`config.mk`:
```
export PLATFORM = sky130hd
export DESIGN_NAME = ifu_fetch
export DESIGN_NICKNAME = d
export VERILOG_FILES = /design/src/rtl/ifu_pkg.sv /design/src/rtl/ifu_queue.sv /design/src/rtl/ifu_fetch.sv
export SDC_FILE = /design/constraint.sdc
export NUM_CORES = 1
export LEC_CHECK = 0
export ABC_AREA = 1
export CORE_MARGIN = 3
export CORE_UTILIZATION = 46
export CTS_CLUSTER_DIAMETER = 150
export DETAILED_ROUTE_END_ITERATION = 12
export GPL_TIMING_DRIVEN = 0
export MAX_ROUTING_LAYER = met4
export PLACE_DENSITY = 0.76
export SYNTH_ARGS = -nofsm -noshare
export SYNTH_HDL_FRONTEND = slang
export SYNTH_HIERARCHICAL = 1
export SYNTH_SLANG_ARGS = --single-unit
```
`constraint.sdc`:
```
create_clock -name clk -period 4.8 [get_ports clk]
set_input_delay 0.96 -clock clk [delete_from_list [all_inputs] [get_ports clk]]
set_output_delay 0.96 -clock clk [all_outputs]
set_load 0.02 [all_outputs]
```
`src/rtl/ifu_pkg.sv`:
```
// ifu_pkg: shared types and constants for the instruction fetch unit.
//   state_e        - fetch state machine encoding
//   ERR_*          - error codes carried with every queued instruction
//   fetch_entry_t  - one queue entry {inst, pc, err} at the default 32-bit widths
package ifu_pkg;

  typedef enum logic [1:0] {
    IDLE  = 2'd0,
    REQ   = 2'd1,
    WAIT  = 2'd2,
    DRAIN = 2'd3
  } state_e;

  localparam logic [1:0] ERR_OK       = 2'd0;
  localparam logic [1:0] ERR_MISALIGN = 2'd1;
  localparam logic [1:0] ERR_FAULT    = 2'd2;
  localparam logic [1:0] ERR_TIMEOUT  = 2'd3;

  localparam int unsigned XLEN_DEF = 32;
  localparam int unsigned ILEN_DEF = 32;

  typedef struct packed {
    logic [ILEN_DEF-1:0] inst;
    logic [XLEN_DEF-1:0] pc;
    logic [1:0]          err;
  } fetch_entry_t;

endpackage

```
`src/rtl/ifu_queue.sv`:
```
// ifu_queue: small in-order FIFO of fetch entries.
//   clk, rst         - clock, asynchronous active-high reset
//   push, push_data  - write one entry at the tail
//   pop              - remove the head entry (caller guarantees non-empty)
//   clear            - drop all entries; wins over push and pop
//   head             - head entry, zero while empty
//   empty, full      - occupancy flags
//   count            - number of stored entries, 0..DEPTH
module ifu_queue
  import ifu_pkg::*;
#(
  parameter int unsigned DEPTH   = 2,
  parameter type         entry_t = fetch_entry_t
) (
  input  logic                   clk,
  input  logic                   rst,
  input  logic                   push,
  input  entry_t                 push_data,
  input  logic                   pop,
  input  logic                   clear,
  output entry_t                 head,
  output logic                   empty,
  output logic                   full,
  output logic [$clog2(DEPTH):0] count
);

  localparam int unsigned PW = $clog2(DEPTH);

  entry_t          mem_q [DEPTH];
  logic [PW-1:0]   wr_ptr_q, wr_ptr_d;
  logic [PW-1:0]   rd_ptr_q, rd_ptr_d;
  logic [PW:0]     count_q, count_d;

  always_comb begin
    // NOTE: every always_comb output gets a default first so no path can infer a latch.
    wr_ptr_d = wr_ptr_q;
    rd_ptr_d = rd_ptr_q;
    count_d  = count_q;
    if (clear) begin
      wr_ptr_d = '0;
      rd_ptr_d = '0;
      count_d  = '0;
    end else begin
      // DEPTH is a power of two, so the pointers wrap by plain overflow.
      if (push) wr_ptr_d = wr_ptr_q + PW'(1);
      if (pop)  rd_ptr_d = rd_ptr_q + PW'(1);
      case ({push, pop})
        2'b10:   count_d = count_q + (PW+1)'(1);
        2'b01:   count_d = count_q - (PW+1)'(1);
        default: count_d = count_q;
      endcase
    end
  end

  always_ff @(posedge clk or posedge rst) begin
    // NOTE: sequential state is updated with non-blocking assignments only.
    if (rst) begin
      wr_ptr_q <= '0;
      rd_ptr_q <= '0;
      count_q  <= '0;
    end else begin
      wr_ptr_q <= wr_ptr_d;
      rd_ptr_q <= rd_ptr_d;
      count_q  <= count_d;
    end
  end

  // NOTE: storage has no reset; head is forced to zero while empty, so stale contents never leak.
  always_ff @(posedge clk) begin
    if (push && !clear) mem_q[wr_ptr_q] <= push_data;
  end

  assign empty = (count_q == '0);
  assign full  = (count_q == (PW+1)'(DEPTH));
  assign count = count_q;
  assign head  = empty ? '0 : mem_q[rd_ptr_q];

endmodule

```
`src/rtl/ifu_fetch.sv`:
```
// ifu_fetch: instruction fetch unit with a variable-latency memory port.
//   clk, rst                        - clock, asynchronous active-high reset
//   pc, s_valid, s_ready            - upstream fetch address handshake
//   mem_req_valid/ready/addr        - memory read request
//   mem_rsp_valid/data/err          - memory response (always accepted)
//   flush                           - discard queue and any in-flight fetch
//   m_valid, m_ready                - downstream handshake for the head entry
//   inst, inst_pc, inst_err         - head instruction, its PC and error code
// At most one fetch is in flight; a pc is only accepted when a queue slot is
// free, so every response (or error entry) always has room.
module ifu_fetch
  import ifu_pkg::*;
#(
  parameter int unsigned XLEN    = 32,
  parameter int unsigned ILEN    = 32,
  parameter int unsigned DEPTH   = 2,
  parameter int unsigned TIMEOUT = 255
) (
  input  logic            clk,
  input  logic            rst,
  input  logic [XLEN-1:0] pc,
  input  logic            s_valid,
  output logic            s_ready,
  output logic            mem_req_valid,
  input  logic            mem_req_ready,
  output logic [XLEN-1:0] mem_req_addr,
  input  logic            mem_rsp_valid,
  input  logic [ILEN-1:0] mem_rsp_data,
  input  logic            mem_rsp_err,
  input  logic            flush,
  output logic            m_valid,
  input  logic            m_ready,
  output logic [ILEN-1:0] inst,
  output logic [XLEN-1:0] inst_pc,
  output logic [1:0]      inst_err
);

  localparam int unsigned CW = $clog2(DEPTH) + 1;
  localparam int unsigned TW = $clog2(TIMEOUT + 1);

  // Same layout as fetch_entry_t, sized for this instance's widths.
  typedef struct packed {
    logic [ILEN-1:0] inst;
    logic [XLEN-1:0] pc;
    logic [1:0]      err;
  } entry_t;

  state_e          state_q, state_d;
  logic [XLEN-1:0] req_pc_q, req_pc_d;
  logic [TW-1:0]   cnt_q, cnt_d;

  logic            push, pop;
  entry_t          push_entry, head;
  logic            q_empty, q_full;
  logic [CW-1:0]   q_count;

  assign s_ready = (state_q == IDLE) && !flush && (q_count < CW'(DEPTH));
  assign m_valid = !q_empty && !flush;
  assign pop     = m_valid && m_ready;

  always_comb begin
    state_d    = state_q;
    req_pc_d   = req_pc_q;
    cnt_d      = cnt_q;
    push       = 1'b0;
    push_entry = '0;
    unique case (state_q)
      IDLE: begin
        if (s_valid && s_ready) begin
          req_pc_d = pc;
          if (pc[1:0] != 2'b00) begin
            // Misaligned: report immediately without touching memory.
            push           = 1'b1;
            push_entry.pc  = pc;
            push_entry.err = ERR_MISALIGN;
          end else begin
            state_d = REQ;
          end
        end
      end
      REQ: begin
        if (mem_req_ready) begin
          cnt_d   = '0;
          // A flush racing an accepted request must still swallow its response.
          state_d = flush ? DRAIN : WAIT;
        end else if (flush) begin
          state_d = IDLE;
        end
      end
      WAIT: begin
        cnt_d = cnt_q + TW'(1);
        if (mem_rsp_valid) begin
          state_d = IDLE;
          if (!flush) begin
            push            = 1'b1;
            push_entry.inst = mem_rsp_data;
            push_entry.pc   = req_pc_q;
            push_entry.err  = mem_rsp_err ? ERR_FAULT : ERR_OK;
          end
        end else if (flush) begin
          state_d = DRAIN;
        end else if (cnt_q == TW'(TIMEOUT)) begin
          push           = 1'b1;
          push_entry.pc  = req_pc_q;
          push_entry.err = ERR_TIMEOUT;
          state_d        = DRAIN;
        end
      end
      DRAIN: begin
        // The late response of an abandoned fetch is consumed here.
        if (mem_rsp_valid) state_d = IDLE;
      end
      default: state_d = IDLE;
    endcase
  end

  always_ff @(posedge clk or posedge rst) begin
    if (rst) begin
      state_q  <= IDLE;
      req_pc_q <= '0;
      cnt_q    <= '0;
    end else begin
      state_q  <= state_d;
      req_pc_q <= req_pc_d;
      cnt_q    <= cnt_d;
    end
  end

  assign mem_req_valid = (state_q == REQ);
  assign mem_req_addr  = req_pc_q;

  ifu_queue #(
    .DEPTH   (DEPTH),
    .entry_t (entry_t)
  ) u_queue (
    .clk       (clk),
    .rst       (rst),
    .push      (push),
    .push_data (push_entry),
    .pop       (pop),
    .clear     (flush),
    .head      (head),
    .empty     (q_empty),
    .full      (q_full),
    .count     (q_count)
  );

  assign inst     = head.inst;
  assign inst_pc  = head.pc;
  assign inst_err = head.err;

  // The credit rule reserves a slot before every accepted pc.
  assert property (@(posedge clk) disable iff (rst) !(push && q_full && !pop));

endmodule

```
Word-level counts from Yosys, hierarchy flattened. Memories as Yosys holds them, arrays and structs flattened. Index checks and enable logic that the tools add are counted.

Register bits after elaboration: 46. RAM bits: 132. Input port bits: 72. Output and inout bits: 101. Logic and storage cells: 81. Memories: 1.

Add/subtract/negate cells: 5. Order comparisons: 1. Equality and inequality tests: 12. Mux-type cells: 38. Reduce and logical (&&, ||, !) cells: 18.

Memory list: u_queue.mem_q (depth 2, width 66, rd ports 1, clocked after Yosys merged registers in 0, write ports 1, RTL line ifu_queue.sv:29) `entry_t mem_q [DEPTH];`.

Operator list (number): 2-to-1 mux 34 bit (5); 2-to-1 mux 66 bit (2); one-hot mux 34 bit (2 select lines) (1); 2-to-1 mux 32 bit (2); 2-to-1 mux 2 bit (10); one-hot mux 8 bit (2 select lines) (1); 2-to-1 mux 1 bit (13); adder 8 x 1 -> 8 bit (second input constant) (1); == test 8 bit (second input constant) (1); 2-to-1 mux 8 bit (1); one-hot mux 2 bit (4 select lines) (1); nonzero test 2 bit (4); == test 2 bit (second input constant) (3); logical AND 1 bit (6); AND reduction 5 bit (1); == test 2 x 1 -> 1 bit (second input constant) (2); zero test 2 bit (2); inequality test 2 x 1 -> 1 bit (second input constant) (2); inequality test 2 bit (second input constant) (2); inequality test 4 bit (second input constant) (1); one-hot mux 2 bit (2 select lines) (1); AND reduction 2 bit (2); inequality test 3 x 1 -> 1 bit (second input constant) (1); nonzero test 3 bit (1); other kinds (6) (8).

Logic depth before layout (Yosys ltp). Gate-level depths: netlist (run 1).

Word-level depth: 9. Mapped depth: 13.

By module. The synthesis (run 1) kept the hierarchy.

By module, submodules not included: ifu_queue (instances 1, cells each 387, area an instance 5238.8 µm², seq. area each 4063.9 µm²); ifu_fetch (instances 1, cells each 367, area an instance 2702.6 µm², seq. area each 1051.0 µm²).

Least setup slack after synthesis (run 1). Ideal clock, no wire load.

Path kind: input to register. Start point: input flush. End point: memory u_queue/mem_q[0][0] in the netlist's numbering, enable pin. Arrival time: 4574 ps. Data required time: 4310 ps. Slack: -264 ps. Stages on the path: 9. Buffers on the path: 2. Cell sequence: buf_4 -> nor2_2 -> nand3_2 -> clkinv_2 -> nand2_1 -> buf_6 -> nand2_1 -> nand2_1 -> nor2_1.

Word-level cells in the longest chain between the ends: 9. Elaborated cells between the ends (all ways): 12. Classes of those cells: mux (7); reduce/logical (5).

Ends and longest elaborated chain: from (decl) (RTL line ifu_fetch.sv:30) `input logic flush,`; zero test 1 bit (RTL line ifu_fetch.sv:57) `assign s_ready = (state_q == IDLE) && !flush && (q_count < CW'(DEPTH));`; logical AND 1 bit (2 in series) (RTL line ifu_fetch.sv:57); logical AND 1 bit (RTL line ifu_fetch.sv:69) `if (s_valid && s_ready) begin`; 2-to-1 mux 1 bit (RTL line ifu_fetch.sv:69); one-hot mux 1 bit (2 select lines) * (RTL line ifu_fetch.sv:67) `unique case (state_q)`; net push (RTL line ifu_fetch.sv:52) `logic push, pop;`; logical AND 1 bit * (RTL line ifu_queue.sv:70) `if (push && !clear) mem_q[wr_ptr_q] <= push_data;`; 2-to-1 mux 1 bit * (RTL line ifu_queue.sv:70); 2-to-1 mux 1 bit (not written as such) * (RTL line ifu_queue.sv:70); to (decl) (RTL line ifu_queue.sv:29).

Mark *: on every way through the listed nets, which the timed path passes. The rest lies on a longest branch.

Worst setup path after layout (run 1).
Start point: input flush. End point: output s_ready.

Word-level cells in the longest chain between the ends: 3.

Ends and longest elaborated chain: zero test 1 bit (RTL line ifu_fetch.sv:57); logical AND 1 bit (2 in series) (RTL line ifu_fetch.sv:57); to (decl) (RTL line ifu_fetch.sv:23) `output logic s_ready,`.

No other way between the ends.

==> results of run 1 <==
area by class of cell:
class | instances | area share (%)
well taps | 220 | 2.577
repair buffers | 177 | 17.20
clock inverters | 11 | 1.136
inverters | 60 | 2.167
flip-flops and latches | 178 | 47.89
plain buffers | 42 | 3.022
diodes | 1 | 0.02343
clock buffers | 21 | 4.615
multi-input cells | 473 | 21.38
stage by stage:
| step | worst slack, ns | TNS, ns | std cells | hold WS [ns] |
|---|---|---|---|---|
| finish | 1.364 | 0 | 1183 | 0.5016 |
| global route | 1.180 | 0 | 1183 | 0.5385 |
| CTS | 1.341 | 0 | 1182 | 0.5088 |
| detailed placement | 0.9078 | 0 | 1150 | 0.4969 |
| global placement | -2.529 | -331.69 | 1145 | 0.4836 |
| floorplan | -0.2642 | -34.87 | 753 | 0.4671 |
sequential cells by signal, indices dropped and copies added, names as in the netlist:
register,count
u_queue/mem_q,132
u_queue/count,2
u_queue/rd_ptr_q,1
cnt_q,8
u_queue/wr_ptr_q,1
mem_req_addr,32
state_q,2
worst reg2reg max path: stages, from the launching register on:
cell and delay [ns]:
dfrtp_1 0.38, ha_1 0.19, nand2_2 0.08, nor2_4 0.14, nand2_2 0.10, nand2_4 0.11, nand2_4 0.11, buf_6 0.19
nand2_1 0.11, nand2_1 0.15, nor2_4 0.56, buf_16 0.25, buf_12 0.22
placed cells by master, fill, tap and decap left out, drive strengths merged, types with 7 or more instances in the layout:
master	n
nand2	242
clkdlybuf4s50	172
edfxtp	132
a21oi	73
inv	62
o21ai	52
nor2	48
buf	47
dfrtp	46
nand3	28
clkbuf	21
o22ai	18
clkinv	7
layer usage:
layer  vias to the layer above  share of wire (%)
met3                        14                6.1
li1                       2936                  -
met2                       163                 51
met5                         -                  0
met4                         0                1.1
met1                      2816                 42
power by group through the flow:
stage | Sequential [W] | Clock, W | Combinational [W]
final | 0.00202 | 0.00141 | 0.00229
after global routing | 0.00205 | 0.00150 | 0.00249
after CTS | 0.00202 | 0.00143 | 0.00232
after detailed placement | 0.00205 | 0 | 0.00231
after global placement | 0.00206 | 0 | 0.00226
after floorplan | 0.00219 | 0 | 0.00112
worst max-delay path by stage:
stage	depth (start not counted)	slack [ns]	startpoint	endpoint
finish	4	1.36	flush	s_ready
global route	12	1.18	flush	u_queue/mem_q[0][49]
CTS	12	1.34	flush	u_queue/mem_q[1][49]
detailed placement	12	0.91	flush	u_queue/mem_q[1][43]
global placement	10	-2.53	flush	u_queue/mem_q[1][43]
floorplan	9	-0.26	flush	u_queue/mem_q[0][0]
==> flow_summary.yaml, run 1 <==
sta:
  rsz0062_at_grt: "false"
  maxSlewViolCount: 0
  clock.fmax_mhz: 291.0
  maxSlewHeadroom_pct: 55.03
  period_share_pct: 71.58
  clock_skew_ns: 0.007985
  worst_pin_slew_ns: 0.6730
  fin_crit_ns: 3.436
  setup_violations: 0
  hold_violations: 0
grt:
  grt.busiest_layer: "met2"
  met2_usage_pct: 36.21
  grt_usage_pct: 21.10
  grt_pass1_vias: 5868
  grt_use_met1_pct: 25.40
  grt_antenna_before_repair: 1
  grt_max_degree: 32
  use_met3_pct: 4.456
  grt_pass1_wl_um: 29690
  overflow: 0
detailed_routing:
  wl_per_cell_um: 15.84
  drc: 0
  ant_nets: 0
  vias: 5929
  wirelength_um: 18740
  first_pass_iters: 5
  vias_per_cell: 5.012
  drt_iter0_markers: 352
floorplan:
  core_um2: 16760
  io_pins: 173
  die_h_um: 137.4
  dieArea_um2: 18870
  fp.dieW_um: 137.4
  start_util_pct: 47.36
  core.rowCount: 47
hold_path:
  hold_start: "cnt_q[0]"
  whs_path_depth: 1
  whs_endpoint: "cnt_q[0]"
  hold_path.class: "reg2reg"
power:
  p_total_w: 0.005724
  pwr-share-clk_pct: 24.6
  p_seq_share_pct: 35.4
  leakagePower_nw: 4.117
  p_switching_w: 0.002028
  internal_power_w: 0.003695
  ir_drop_mv: 0.4202
  power.share.switching_pct: 35.44
  p_comb_share_pct: 40.1
  p_per_area_nw_per_um2: 535.8
worst_setup_path:
  critPathMaxFanout: 7
  critical_path_class: "in2out"
  crit_path_end_kind: "output pin"
  r2r_start: "cnt_q[0]"
  cpPeakStageDelay_ns: 0.69
  required_ns: 3.84
  reg2regPathDepth: 12
  critPathLaunchType: "primary input"
  cp_cell_sequence: "clkdlybuf4s50_1 -> buf_4 -> nor3_1 -> clkdlybuf4s50_1"
  arrival_ns: 2.48
  crit_path_top_delay_cell: "clkdlybuf4s50_1"
  cp_top_family: "buffers and inverters"
  reg2reg_setup_slack_ns: 1.87
  cpMostUsedCell: "clkdlybuf4s50_1"
  critPathBufInv: 3
  rr_endpoint: "u_queue/mem_q[1][40]"
clocking:
  cts_hold_buffers: 0
  clock_path_buffers: 2
  cts_tree: "done"
  htree_levels: 4
  tritoncts_num_sinks: 178
  post_cts_buffers: 0
  cts_buffers: 17
  clk_latency_ns: 0.42
  cts_resized: 0
  root_buffer: "clkbuf_16"
  clk_pin_slew_ns: 0.06
layout:
  area_growth_pct: 34.57
  layout.nets: 1022
  multi_input_area_um2: 2283
  regArea_um2: 5115
  finalInstanceArea_um2: 10680
  drive_gt1_share_pct: 13.20
  utilization_pct: 63.73
  fill_cells: 1365
synth:
  syn_area_um2: 7938
  synth_nets: 826
  synth_cells: 753
  avgSynthCellArea_um2: 10.54
  yosysWarnings: 6
run:
  cap_violations: 0
placed_design:
  port_buffers: 172
  post_dp_cell_area_um2: 10060
  dp.final_hpwl_um: 13320
  gp_congestion: 0.8447
run_status:
  status: "completed"
(Power assumes the default switching activity.)
==> run 2, diff against run 1 <==
==> constraint.sdc (replaced) <==
create_clock -name clk -period 3.1 [get_ports clk]
set_input_delay 0.62 -clock clk [delete_from_list [all_inputs] [get_ports clk]]
set_output_delay 0.62 -clock clk [all_outputs]
set_load 0.02 [all_outputs]
==> flow_summary.yaml, run 2 (same netlist as run 1, synthesis figures left out) <==
sta:
  setup_violations: 0
  clock_skew_ns: 0.007807
  clock.fmax_mhz: 345.2
  rsz0062_at_grt: "false"
  period_share_pct: 93.43
  fin_crit_ns: 2.896
  maxSlewViolCount: 0
  hold_ws_ns: 0.4831
  hold_violations: 0
  worst_pin_slew_ns: 0.6035
  maxSlewHeadroom_pct: 59.72
  fin_ws_ns: 0.2035
worst_setup_path:
  critical_path_class: "in2reg"
  cp_cell_sequence: "clkdlybuf4s50_1 -> buf_4 -> nor2_2 -> nand3_2 -> clkinv_2 -> nand2_1 -> buf_6 -> nand2_1 -> nand2_1 -> nor2_4 -> buf_12"
  crit_path_end_kind: "flip-flop"
  crit_path_top_delay_cell: "nor2_4"
  required_ns: 3.21
  critPathLaunchType: "primary input"
  critPathMaxFanout: 24
  cpMostUsedCell: "nand2_1"
  cpPeakStageDelay_ns: 0.48
  arrival_ns: 3.01
floorplan:
  core.rowCount: 47
  dieArea_um2: 18870
  start_util_pct: 47.36
  die_h_um: 137.4
  io_pins: 173
  core_um2: 16760
  fp.dieW_um: 137.4
power:
  leakagePower_nw: 4.097
  p_total_w: 0.008724
  p_per_area_nw_per_um2: 816.8
  ir_drop_mv: 0.4702
clocking:
  clk_pin_slew_ns: 0.06
  clk_latency_ns: 0.42
  cts_buffers: 17
  clock_path_buffers: 2
  cts_resized: 0
  cts_tree: "done"
  tritoncts_num_sinks: 178
  htree_levels: 4
  cts_hold_buffers: 0
  root_buffer: "clkbuf_16"
grt:
  grt_pass1_wl_um: 28790
  grt_antenna_before_repair: 0
  grt_pass1_vias: 5827
  grt_usage_pct: 20.52
  grt_max_degree: 35
  overflow: 0
run_status:
  status: "completed"
layout:
  fill_cells: 1332
  area_growth_pct: 34.55
  layout_common_cells: "nand2_1, clkdlybuf4s50_1, edfxtp_1"
  final_common_cell: "nand2_1"
  drive_gt1_share_pct: 13.25
  layout.nets: 1026
  largest-register: "u_queue/mem_q"
  final_cell_count_no_fill: 1186
  num_antenna_cells: 0
  largest_reg_flops: 132
  utilization_pct: 63.73
placed_design:
  gp_congestion: 0.8454
  dp_slack_ns: -0.2984
  port_buffers: 172
  dpl.cell_count: 1150
  dp.final_hpwl_um: 13190
detailed_routing:
  vias_per_cell: 5.046
  drt_iter0_markers: 411
  vias: 5984
  wl_per_cell_um: 16.03
  ant_nets: 0
  drc: 0
  wirelength_um: 19020
  first_pass_iters: 6
hold_path:
  hold_path.class: "in2async"
run:
  cap_violations: 0
run 2: final timing paths:
check | cells after the start | slack (ns) | startpoint | end
hold / removal | 2 | 0.48 | rst | u_queue/rd_ptr_q
min in group clk | 1 | 0.50 | cnt_q[0] | cnt_q[0]
hold reg to reg | 1 | 0.50 | cnt_q[0] | cnt_q[0]
max in group asynchronous | 3 | 2.11 | rst | mem_req_addr[30]
setup / recovery | 11 | 0.20 | flush | u_queue/mem_q[0][25]
setup reg to reg | 11 | 0.35 | cnt_q[0] | u_queue/mem_q[0][25]
run 2: layer usage:
metal	wire, um	up-vias	global-route usage, %
met1	8088	2819	25.10
met3	1414	22	5.844
met4	287	0	6.208
met5	0	-	-
li1	-	2931	-
met2	9225	212	33.38
run 2: repair_timing:
item | 4_1_cts | 5_1_grt
endpoints found under the setup margin | 0 | 52
buffers inserted | 0 | 3
endpoints found under the hold margin | 0 | 0
run 2: per-stage QoR:
step	cell area, um2	setup TNS [ns]
6_report	10680	0
5_1_grt	10680	0
4_1_cts	10630	0
3_5_place_dp	10060	-27.99
3_3_place_gp	9940	-282.10
2_1_floorplan	7943	-70.51
run 2: critical path, delay by kind of cell:
kind	cells	cell delay, ns
simple gates	6	1.17
buf+inv	5	1.20
run 2: where the power goes:
part	internal (W)	switching, W	total, W
Clock	0.00117	0.000843	0.00201
Combinational	0.00149	0.00208	0.00357
Sequential	0.00292	0.000216	0.00314
Total	0.00559	0.00314	0.00872
run 2: cell type report:
class | count | area (um2) | area share, %
Clock buffer | 24 | 481.7 | 4.510
Tap cell | 220 | 275.3 | 2.577
Multi-Input combinational cell | 474 | 2290 | 21.44
Buffer | 42 | 322.8 | 3.023
Timing Repair Buffer | 180 | 1884 | 17.64
Clock inverter | 8 | 80.08 | 0.7498
Inverter | 60 | 231.5 | 2.167
Sequential cell | 178 | 5115 | 47.89
==> run 3, diff against run 2 <==
--- a/config.mk
+++ b/config.mk
@@ -6,6 +6,7 @@
 export NUM_CORES = 1
 export LEC_CHECK = 0
 export ABC_AREA = 1
+export ABC_CLOCK_PERIOD_IN_PS = 3100
 export CORE_MARGIN = 3
 export CORE_UTILIZATION = 46
 export CTS_CLUSTER_DIAMETER = 150
==> results of run 3 <==
No change in the layout: final DEF, timing and power equal those of run 2.
